**src/rtl/alu_rr_sched_if.sv**
```systemverilog
// Bundles the requester, ALU and result signals of alu_rr_sched.
// master: operand sources / ALU / result consumer side.
// slave:  the scheduler itself.
//   start0/1, count0/1     job open request and beat count
//   valid0/1, a*, b*, instr* operand beats; ready0/1 accept; done0/1 job end
//   alu_A/alu_B/alu_instr  to ALU; alu_F combinational result back
//   res_valid/data/id      registered result; gnt_cnt0/1 accepted-beat counters
interface alu_rr_sched_if #(
    parameter int unsigned DW = 8,
    parameter int unsigned CW = 8
);
    logic          start0, start1;
    logic [CW-1:0] count0, count1;
    logic          valid0, valid1;
    logic [DW-1:0] a0, a1, b0, b1;
    logic [3:0]    instr0, instr1;
    logic          ready0, ready1;
    logic          done0, done1;
    logic [DW-1:0] alu_A, alu_B;
    logic [3:0]    alu_instr;
    logic [DW-1:0] alu_F;
    logic          res_valid;
    logic [DW-1:0] res_data;
    logic          res_id;
    logic [15:0]   gnt_cnt0, gnt_cnt1;

    modport master (
        output start0, start1, count0, count1, valid0, valid1,
               a0, a1, b0, b1, instr0, instr1, alu_F,
        input  ready0, ready1, done0, done1, alu_A, alu_B, alu_instr,
               res_valid, res_data, res_id, gnt_cnt0, gnt_cnt1
    );

    modport slave (
        input  start0, start1, count0, count1, valid0, valid1,
               a0, a1, b0, b1, instr0, instr1, alu_F,
        output ready0, ready1, done0, done1, alu_A, alu_B, alu_instr,
               res_valid, res_data, res_id, gnt_cnt0, gnt_cnt1
    );
endinterface

```
**src/rtl/alu_rr_sched.sv**
```systemverilog
// Two-requester round-robin scheduler in front of one combinational ALU.
// Each requester opens a job (start + count) and streams operand beats; the
// granted beat is muxed onto the ALU and its result registered with the
// requester ID one cycle later. done pulses alongside the last result.
// Ports: clk, rst_n (async active-low), bus (alu_rr_sched_if.slave).
// Optional feature macro: ALU_GNT_CNT_EN enables the per-requester
// accepted-beat counters gnt_cnt0/1; otherwise they read 0.
module alu_rr_sched #(
    parameter int unsigned DW = 8,
    parameter int unsigned CW = 8
) (
    input  logic           clk,
    input  logic           rst_n,
    alu_rr_sched_if.slave  bus
);
    typedef enum logic {IDLE = 1'b0, ACTIVE = 1'b1} state_t;

    state_t        st_q [2];
    state_t        st_d [2];
    logic [CW-1:0] rem_q [2];
    logic [CW-1:0] rem_d [2];
    logic [1:0]    done_q, done_d;
    logic          last_q, last_d;
    logic          res_valid_q, res_valid_d;
    logic [DW-1:0] res_data_q, res_data_d;
    logic          res_id_q, res_id_d;

    logic [1:0]    start, valid, elig, gnt;
    logic [CW-1:0] count [2];

    assign start    = {bus.start1, bus.start0};
    assign valid    = {bus.valid1, bus.valid0};
    assign count[0] = bus.count0;
    assign count[1] = bus.count1;

    // Round-robin grant: on contention the requester not granted last wins.
    always_comb begin
        elig[0] = (st_q[0] == ACTIVE) & valid[0];
        elig[1] = (st_q[1] == ACTIVE) & valid[1];
        gnt     = elig;
        if (elig == 2'b11) begin
            gnt = last_q ? 2'b01 : 2'b10;
        end
    end

    assign bus.ready0    = gnt[0];
    assign bus.ready1    = gnt[1];
    assign bus.alu_A     = gnt[0] ? bus.a0 : (gnt[1] ? bus.a1 : DW'(0));
    assign bus.alu_B     = gnt[0] ? bus.b0 : (gnt[1] ? bus.b1 : DW'(0));
    assign bus.alu_instr = gnt[0] ? bus.instr0 : (gnt[1] ? bus.instr1 : 4'd0);

    // Next state for both job FSMs and the result register.
    always_comb begin
        done_d      = 2'b00;
        last_d      = last_q;
        res_valid_d = |gnt;
        res_data_d  = res_data_q;
        res_id_d    = res_id_q;
        for (int i = 0; i < 2; i++) begin
            st_d[i]  = st_q[i];
            rem_d[i] = rem_q[i];
            case (st_q[i])
                IDLE: begin
                    if (start[i]) begin
                        if (count[i] != CW'(0)) begin
                            st_d[i]  = ACTIVE;
                            rem_d[i] = count[i];
                        end else begin
                            done_d[i] = 1'b1;
                        end
                    end
                end
                ACTIVE: begin
                    if (gnt[i]) begin
                        rem_d[i] = rem_q[i] - CW'(1);
                        if (rem_q[i] == CW'(1)) begin
                            st_d[i]   = IDLE;
                            done_d[i] = 1'b1;
                        end
                    end
                end
            endcase
        end
        if (|gnt) begin
            res_data_d = bus.alu_F;
            res_id_d   = gnt[1];
            last_d     = gnt[1];
        end
    end

    // State register; reset leaves last_gnt at 1 so requester 0 wins first.
    always_ff @(posedge clk or negedge rst_n) begin
        if (!rst_n) begin
            for (int i = 0; i < 2; i++) begin
                st_q[i]  <= IDLE;
                rem_q[i] <= CW'(0);
            end
            done_q      <= 2'b00;
            last_q      <= 1'b1;
            res_valid_q <= 1'b0;
            res_data_q  <= DW'(0);
            res_id_q    <= 1'b0;
        end else begin
            for (int i = 0; i < 2; i++) begin
                st_q[i]  <= st_d[i];
                rem_q[i] <= rem_d[i];
            end
            done_q      <= done_d;
            last_q      <= last_d;
            res_valid_q <= res_valid_d;
            res_data_q  <= res_data_d;
            res_id_q    <= res_id_d;
        end
    end

    assign bus.done0     = done_q[0];
    assign bus.done1     = done_q[1];
    assign bus.res_valid = res_valid_q;
    assign bus.res_data  = res_data_q;
    assign bus.res_id    = res_id_q;

`ifdef ALU_GNT_CNT_EN
    logic [15:0] cnt_q [2];

    // Accepted-beat counters, free-running with natural wrap.
    always_ff @(posedge clk or negedge rst_n) begin
        if (!rst_n) begin
            cnt_q[0] <= 16'd0;
            cnt_q[1] <= 16'd0;
        end else begin
            for (int i = 0; i < 2; i++) begin
                if (gnt[i]) begin
                    cnt_q[i] <= cnt_q[i] + 16'd1;
                end
            end
        end
    end

    assign bus.gnt_cnt0 = cnt_q[0];
    assign bus.gnt_cnt1 = cnt_q[1];
`else
    assign bus.gnt_cnt0 = 16'd0;
    assign bus.gnt_cnt1 = 16'd0;
`endif
endmodule
```
**src/flat_wrapper.sv**
```systemverilog
// flat-port wrapper written by rule: the top's interface ports become plain ports
module alu_rr_sched_flat 
#(
    parameter int unsigned DW = 8,
    parameter int unsigned CW = 8
)
  (clk, rst_n, bus_start0, bus_start1, bus_count0, bus_count1, bus_valid0, bus_valid1, bus_a0, bus_a1, bus_b0, bus_b1, bus_instr0, bus_instr1, bus_alu_F, bus_ready0, bus_ready1, bus_done0, bus_done1, bus_alu_A, bus_alu_B, bus_alu_instr, bus_res_valid, bus_res_data, bus_res_id, bus_gnt_cnt0, bus_gnt_cnt1);
  alu_rr_sched_if #(.DW(DW), .CW(CW)) bus_i ();
  input  logic clk;
  input  logic rst_n;
  input wire logic [$bits(bus_i.start0)-1:0] bus_start0;
  input wire logic [$bits(bus_i.start1)-1:0] bus_start1;
  input wire logic [$bits(bus_i.count0)-1:0] bus_count0;
  input wire logic [$bits(bus_i.count1)-1:0] bus_count1;
  input wire logic [$bits(bus_i.valid0)-1:0] bus_valid0;
  input wire logic [$bits(bus_i.valid1)-1:0] bus_valid1;
  input wire logic [$bits(bus_i.a0)-1:0] bus_a0;
  input wire logic [$bits(bus_i.a1)-1:0] bus_a1;
  input wire logic [$bits(bus_i.b0)-1:0] bus_b0;
  input wire logic [$bits(bus_i.b1)-1:0] bus_b1;
  input wire logic [$bits(bus_i.instr0)-1:0] bus_instr0;
  input wire logic [$bits(bus_i.instr1)-1:0] bus_instr1;
  input wire logic [$bits(bus_i.alu_F)-1:0] bus_alu_F;
  output wire logic [$bits(bus_i.ready0)-1:0] bus_ready0;
  output wire logic [$bits(bus_i.ready1)-1:0] bus_ready1;
  output wire logic [$bits(bus_i.done0)-1:0] bus_done0;
  output wire logic [$bits(bus_i.done1)-1:0] bus_done1;
  output wire logic [$bits(bus_i.alu_A)-1:0] bus_alu_A;
  output wire logic [$bits(bus_i.alu_B)-1:0] bus_alu_B;
  output wire logic [$bits(bus_i.alu_instr)-1:0] bus_alu_instr;
  output wire logic [$bits(bus_i.res_valid)-1:0] bus_res_valid;
  output wire logic [$bits(bus_i.res_data)-1:0] bus_res_data;
  output wire logic [$bits(bus_i.res_id)-1:0] bus_res_id;
  output wire logic [$bits(bus_i.gnt_cnt0)-1:0] bus_gnt_cnt0;
  output wire logic [$bits(bus_i.gnt_cnt1)-1:0] bus_gnt_cnt1;
  assign bus_i.start0 = bus_start0;
  assign bus_i.start1 = bus_start1;
  assign bus_i.count0 = bus_count0;
  assign bus_i.count1 = bus_count1;
  assign bus_i.valid0 = bus_valid0;
  assign bus_i.valid1 = bus_valid1;
  assign bus_i.a0 = bus_a0;
  assign bus_i.a1 = bus_a1;
  assign bus_i.b0 = bus_b0;
  assign bus_i.b1 = bus_b1;
  assign bus_i.instr0 = bus_instr0;
  assign bus_i.instr1 = bus_instr1;
  assign bus_i.alu_F = bus_alu_F;
  assign bus_ready0 = bus_i.ready0;
  assign bus_ready1 = bus_i.ready1;
  assign bus_done0 = bus_i.done0;
  assign bus_done1 = bus_i.done1;
  assign bus_alu_A = bus_i.alu_A;
  assign bus_alu_B = bus_i.alu_B;
  assign bus_alu_instr = bus_i.alu_instr;
  assign bus_res_valid = bus_i.res_valid;
  assign bus_res_data = bus_i.res_data;
  assign bus_res_id = bus_i.res_id;
  assign bus_gnt_cnt0 = bus_i.gnt_cnt0;
  assign bus_gnt_cnt1 = bus_i.gnt_cnt1;
  alu_rr_sched #(.DW(DW), .CW(CW)) u_core (.clk(clk), .rst_n(rst_n), .bus(bus_i));
endmodule
```
**config.mk**
```make
export PLATFORM = sky130hd
export DESIGN_NAME = alu_rr_sched_flat
export DESIGN_NICKNAME = d
export VERILOG_FILES = /design/src/rtl/alu_rr_sched_if.sv /design/src/rtl/alu_rr_sched.sv /design/src/flat_wrapper.sv
export SDC_FILE = /design/constraint.sdc
export NUM_CORES = 1
export LEC_CHECK = 0
export CORE_UTILIZATION = 37
export CTS_BUF_LIST = sky130_fd_sc_hd__clkbuf_4 sky130_fd_sc_hd__clkbuf_8 sky130_fd_sc_hd__clkbuf_16
export CTS_CLUSTER_DIAMETER = 80
export DETAILED_ROUTE_END_ITERATION = 6
export PLACE_DENSITY = 0.81
export SLEW_MARGIN = 20
export SYNTH_ARGS = -nofsm -noshare
export SYNTH_HDL_FRONTEND = slang
export SYNTH_SLANG_ARGS = --single-unit
```
**constraint.sdc**
```tcl
create_clock -name clk -period 1.9 [get_ports clk]
set_input_delay 0.475 -clock clk [delete_from_list [all_inputs] [get_ports clk]]
set_output_delay 0.475 -clock clk [all_outputs]
set_load 0.03 [all_outputs]
```
==> results of run 1 <==
## metal layers
| metal | vias to the layer above | track usage [%] | routed length [µm] | part of all wire, % |
|---|---|---|---|---|
| met2 | 77 | 35.18 | 3230 | 54 |
| met1 | 1050 | 24.08 | 2407 | 40 |
| met4 | 0 | 5.556 | 48 | 0.80 |
| met5 | - | 0 | 0 | 0 |
| li1 | 1036 | - | - | - |
| met3 | 5 | 4.070 | 339 | 5.6 |
## power groups by stage
stage / clock (µW) / combinational [µW] / sequential (µW)
after floorplan: 0 / 1170 / 1050
after global placement: 0 / 1690 / 1040
after detailed placement: 0 / 1730 / 1050
after CTS: 691 / 1900 / 1040
after global routing: 732 / 2060 / 1080
final: 675 / 1920 / 1050
## how the worst max path moves through the flow
stage	start	to	slack [ps]	cells after the start
3_5_place_dp	bus_valid1	bus_alu_B[2]	-490	7
3_3_place_gp	bus_valid1	bus_alu_A[0]	-450	7
2_1_floorplan	bus_valid1	bus_alu_A[0]	-40	6
6_report	bus_valid1	bus_alu_B[2]	-160	7
4_1_cts	u_core.st_q[0]$_DFF_PN0_	bus_alu_B[2]	-200	6
5_1_grt	u_core.st_q[0]$_DFF_PN0_	bus_alu_A[3]	-230	6
## stage by stage
step | total power (µW) | cells | setup slack (ps)
floorplan | 2226 | 251 | -39.80
global placement | 2725 | 416 | -454.8
detailed placement | 2773 | 416 | -491.5
CTS | 3633 | 430 | -196.8
global route | 3877 | 431 | -232.9
finish | 3646 | 431 | -159.4
## timing repair
action                                  in CTS  in global routing
setup buffers                                4                  1
endpoints found under the setup margin      29                 31
resized for setup                           36                 11
gates cloned                                 2                  0
pin swaps                                    4                  5
## layout make-up
| class | count | area share, % |
|---|---|---|
| multi-input combinational | 167 | 32.86 |
| clock buffer | 6 | 2.229 |
| inverter | 9 | 1.047 |
| sequential | 31 | 20.97 |
| clock inverter | 2 | 0.9456 |
| tap | 72 | 2.432 |
| timing repair buffer | 144 | 39.51 |
## flip-flops by register name, summed over array words and instances (netlist names)
signal                count
u_core.last_q             1
u_core.rem_q             16
u_core.done_q             2
u_core.bus.res_data       8
u_core.bus.res_valid      1
u_core.bus.res_id         1
u_core.st_q               2
## layout by cell type (no fill, tap or decap), types with 7 or more instances in the layout
cell type         n
conb_1           32
mux2_2            8
inv_1             7
nand2_1          10
nor2_1           14
dfrtp_1          30
nor3_1            8
buf_6            22
a22o_2           15
buf_4            35
a21oi_1           7
clkdlybuf4s50_1  74
## cell families (layout without fill, tap and decap cells)
logic type | count (synthesis) | count (layout)
AOI/OAI and AO/OA | 68 | 68
and+or+nand+nor | 54 | 54
buffers and inverters | 53 | 161
DFF | 31 | 31
muxes | 9 | 9
adders and majority gates | 4 | 4
other | 1 | 32
==> results.json, run 1 <==
{
  "finClkSkew_ps": 2.620,
  "critPathLaunchType": "primary input",
  "cts.sinks": 31,
  "final-seq-area_um2": 777.0,
  "numCtsBuffers": 5,
  "muxShareOfSynthArea_pct": 4.648,
  "period_needed_ps": 2059,
  "synth_top_area_share_pct": 34.86,
  "clockRootBuffer": "clkbuf_8",
  "ys.flop_type": "dfrtp_1",
  "yosysWarnings": 0,
  "min_path_cells": 1,
  "hold_path_class": "flop to flop",
  "num_rows": 27,
  "die_h_um": 78.29,
  "syn2layout_area_growth_pct": 72.05,
  "slowest_stage": "a22o_2",
  "grt_overflow": 0,
  "num_io_pins": 136,
  "holdWs_ps": 503.5,
  "ant_nets": 0,
  "post-route-period-util_pct": 108.4,
  "synth_area_per_cell_um2": 9.788,
  "coreArea_mm2": 0.005574,
  "power.internal_uw": 2251,
  "dpl-instance-area_mm2": 0.003339,
  "synth_top_cell_by_area": "dfrtp_1",
  "clkSlewWorstSetupHoldPaths_ps": 70,
  "design_area_mm2": 0.003705,
  "syn_area_mm2": 0.002153,
  "diodes": 0,
  "drt_iter0_markers": 68,
  "multi_input_area_mm2": 0.001217,
  "finalHoldViolCount": 0,
  "failed_checks": "setup timing",
  "maxCapViolCount": 0,
  "rsz0062_at_grt": "true",
  "worstReg2RegStart": "u_core.st_q[1]$_DFF_PN0_",
  "crit_type": "primary input to primary output",
  "cp_max_fo": 11,
  "worst-r2r-cell-count": 6,
  "setup_viol_count_final": 20,
  "p_sw_uw": 1395,
  "drive_above_1_share_pct": 33.70,
  "r2r_slack_ps": 120,
  "grt_pass1_vias": 2073,
  "synth_common_cells": "34 x buf_4, 30 x dfrtp_1, 20 x a22o_1",
  "gp_congestion": 0.8907,
  "h-tree-depth": 2,
  "grt_max_degree": 32,
  "synth-simple-area-share_pct": 13.60,
  "fmax_mhz": 485.6,
  "vias": 2168,
  "setup_slack_ps": -159.4,
  "ys_types": 52,
  "io_buffers": 103,
  "synth_fa_ha_area_share_pct": 2.324,
  "antenna_found_initial": 0,
  "timing.slew.headroom_pct": 53.72,
  "wl_mm": 6.027,
  "critical_path_buf_inv_count": 4,
  "via_per_inst": 5.030,
  "peakVddDrop_mv": 0.4412,
  "die_x_um": 78.29,
  "grt_usage_pct": 19.81,
  "cts_hold_buf": 0,
  "postLayoutCoreUtil_pct": 66.46,
  "slew_viol_final": 0,
  "run_status": "finished with violations",
  "synth-edff-count": 0,
  "nFillCells": 462,
  "cp.required_ps": 1420,
  "crit_chain": "clkdlybuf4s15_2 -> nand2_2 -> o211ai_4 -> inv_4 -> buf_12 -> a22o_2 -> buf_6",
  "p_comb_share_pct": 52.6,
  "synth_cells": 220,
  "dp_hpwl_mm": 4.439,
  "synth_compound_gate_area_share_pct": 26.38,
  "pwr_density_cell_mw_per_mm2": 984.1,
  "dieArea_mm2": 0.006129,
  "clock_path_buffers": 2,
  "dr.pass1.iters": 4,
  "synth_top_family_by_area": "compound AO/OA/AOI/OAI gates",
  "nets": 432,
  "crit_family": "buffers and inverters",
  "synthArstFlopShare_pct": 100.0,
  "fin_setup_tns_ps": -2946,
  "cp.arrival_ps": 1580,
  "clock_latency_ps": 280,
  "p_leak_uw": 0.001688,
  "ys_ff_latch": 31,
  "ys_top_cells_by_area": "dfrtp_1 35%, buf_4 12%, a22o_1 8.1%",
  "yosysMostFrequentCell": "buf_4",
  "synth-xor-area-share_pct": 0,
  "slowest_delay_ps": 270,
  "min_to": "u_core.bus.res_data[6]$_DFFE_PN0P_",
  "worstSetupEndpointType": "primary output",
  "cts_tree": "built",
  "reg2reg_to": "u_core.rem_q[11]$_DFFE_PN0P_",
  "routedWlPerCell_um": 13.98,
  "start_util_pct": 38.63,
  "yosysSeqAreaShare_pct": 36.08,
  "min_from": "u_core.bus.res_data[6]$_DFFE_PN0P_",
  "clockPowerShare_pct": 18.5,
  "grt_first_pass_wirelength_mm": 9.632,
  "p_seq_share_pct": 28.9,
  "tightest_slew_ps": 688.8,
  "drc": 0,
  "swShare_pct": 38.27
}
No activity file was read; power rests on OpenSTA's default activity.
==> run 2, diff against run 1 <==
--- a/config.mk
+++ b/config.mk
@@ -5,11 +5,14 @@
 export SDC_FILE = /design/constraint.sdc
 export NUM_CORES = 1
 export LEC_CHECK = 0
-export CORE_UTILIZATION = 37
+export CAP_MARGIN = 20
+export CELL_PAD_IN_SITES_DETAIL_PLACEMENT = 1
+export CELL_PAD_IN_SITES_GLOBAL_PLACEMENT = 2
+export CORE_UTILIZATION = 20
 export CTS_BUF_LIST = sky130_fd_sc_hd__clkbuf_4 sky130_fd_sc_hd__clkbuf_8 sky130_fd_sc_hd__clkbuf_16
 export CTS_CLUSTER_DIAMETER = 80
 export DETAILED_ROUTE_END_ITERATION = 6
-export PLACE_DENSITY = 0.81
+export PLACE_DENSITY_LB_ADDON = 0.1
 export SLEW_MARGIN = 20
 export SYNTH_ARGS = -nofsm -noshare
 export SYNTH_HDL_FRONTEND = slang
==> run 2 against run 1 <==
  * The flow still finishes with violations (setup timing)
  * Fmax increased by 0.50%
  * Worst setup slack better by 10 ps
  * Sequential power is essentially flat
  * Design area is the same
  * Non-clock buffer count fell by 1
  * Utilization fell by 31 points
  * Sequential share of layout area unchanged
  * Critical endpoint is now bus_alu_A[6]
  * Register-to-register slack better by 140 ps
  * Global-route usage shrank 7.0 points
==> results.json, run 2 (same netlist as run 1, synthesis figures left out) <==
{
  "dieArea_mm2": 0.01119,
  "num_rows": 37,
  "instances_no_fill": 494,
  "peakVddDrop_mv": 0.2848,
  "ant_nets": 0,
  "syn2layout_area_growth_pct": 72.05,
  "routedWlPerCell_um": 14.19,
  "dpl-instance-area_mm2": 0.003457,
  "run_status": "finished with violations",
  "setup_slack_ps": -149.2,
  "hold_path_class": "flop to flop",
  "period_needed_ps": 2049,
  "p_total_uw": 3555,
  "die_h_um": 105.8,
  "gp_congestion": 0.6917,
  "grt_max_degree": 32,
  "fmax_mhz": 488.0,
  "clock_latency_ps": 290,
  "wl_mm": 7.008,
  "p_leak_uw": 0.001658,
  "finClkSkew_ps": 10.15,
  "cts_tree": "built",
  "setup_viol_count_final": 21,
  "dr.pass1.iters": 4,
  "dp_hpwl_mm": 5.379,
  "largest_reg_flops": 16,
  "post-route-period-util_pct": 107.9,
  "fin_setup_tns_ps": -2908,
  "cts.sinks": 31,
  "maxCapViolCount": 0,
  "crit_type": "flop to primary output",
  "finalHoldViolCount": 0,
  "timing.slew.headroom_pct": 64.01,
  "start_util_pct": 20.76,
  "final_common_cell": "clkdlybuf4s50_1",
  "final_cell_mix": "73 x clkdlybuf4s50_1, 37 x buf_4, 32 x conb_1",
  "die_x_um": 105.8,
  "via_per_inst": 4.302,
  "diodes": 0,
  "drt_iter0_markers": 41,
  "coreArea_mm2": 0.01037,
  "rsz0062_at_grt": "true",
  "num_io_pins": 136,
  "cp.required_ps": 1420,
  "tightest_slew_ps": 534.9,
  "failed_checks": "setup timing",
  "numCtsBuffers": 5,
  "design_area_mm2": 0.003705,
  "drc": 0,
  "grt_overflow": 0,
  "antenna_found_initial": 0,
  "cp_max_fo": 22,
  "vias": 2125,
  "grt_pass1_vias": 2261,
  "h-tree-depth": 2,
  "clockRootBuffer": "clkbuf_8",
  "top_register": "u_core.rem_q",
  "slew_viol_final": 0,
  "clkSlewWorstSetupHoldPaths_ps": 70,
  "clock_path_buffers": 2,
  "grt_first_pass_wirelength_mm": 11.39,
  "drive_above_1_share_pct": 34.08,
  "nets": 431,
  "cts_hold_buf": 0,
  "cp.arrival_ps": 1570,
  "dp_cells": 485,
  "pwr_density_cell_mw_per_mm2": 959.6,
  "holdWs_ps": 502.1,
  "worstSetupEndpointType": "primary output",
  "io_buffers": 103,
  "grt_usage_pct": 12.83,
  "critPathLaunchType": "flop"
}
[run 2: changes by cell type in the layout (fill, tap and decap cells not counted), moves of 2 or more]
cell / previous run / this run
buf_16: 2 / 0
a22o_2: 15 / 17
a22o_4: 4 / 2
inv_4: 2 / 0
buf_4: 35 / 37
inv_2: 0 / 2
nor4_1: 4 / 2
nor4_2: 1 / 3
[run 2: final cells by class]
class	count	area, µm²
timing repair buffer	143	1411
inverter	9	33.78
tap	136	170.2
clock inverter	1	7.507
sequential	31	777.0
multi-input combinational	167	1209
clock buffer	7	96.34
fill	1211	6665
[run 2: path summary, 6_finish.rpt]
check	cells after the start	start	endpoint	slack, ps
min in group asynchronous	2	rst_n	u_core.rem_q[0]$_DFFE_PN0P_	600
hold reg to reg	2	u_core.bus.res_id$_DFFE_PN0P_	u_core.bus.res_id$_DFFE_PN0P_	500
hold / removal	2	u_core.bus.res_id$_DFFE_PN0P_	u_core.bus.res_id$_DFFE_PN0P_	500
max in group asynchronous	2	rst_n	u_core.last_q$_DFFE_PN1P_	970
setup reg to reg	5	u_core.st_q[1]$_DFF_PN0_	u_core.rem_q[12]$_DFFE_PN0P_	260
setup / recovery	5	u_core.last_q$_DFFE_PN1P_	bus_alu_A[6]	-150
[run 2: metal layers]
layer,up-vias,track usage (%),part of all wire (%)
met3,5,2.907,5.1
li1,1033,-,-
met2,65,22.74,52
met4,0,2.679,0.68
met5,-,0,0
met1,1022,15.76,42
[run 2: report_power, final]
group	total, µW	switching [µW]	internal [µW]
clock	599	270	330
sequential	1030	177	853
combinational	1930	985	941
[run 2: per-stage QoR]
step	utilization, %	setup WS (ps)
3_3_place_gp	33.34	-461.7
5_1_grt	35.73	-221.3
2_1_floorplan	-	-39.80
3_5_place_dp	33.34	-496.4
4_1_cts	35.32	-171.3
6_report	35.73	-149.2
[run 2: timing repair]
item,in CTS,in global routing
pin swaps,3,5
resized for setup,31,10
buffers inserted,0,1
endpoints found under the setup margin,29,32
[run 2: worst max-delay path, cell delays in order (launching register included)]
cell and delay, ps:
dfstp_2 580, a31o_4 160, inv_2 40, buf_12 140, a22o_2 220, buf_6 140
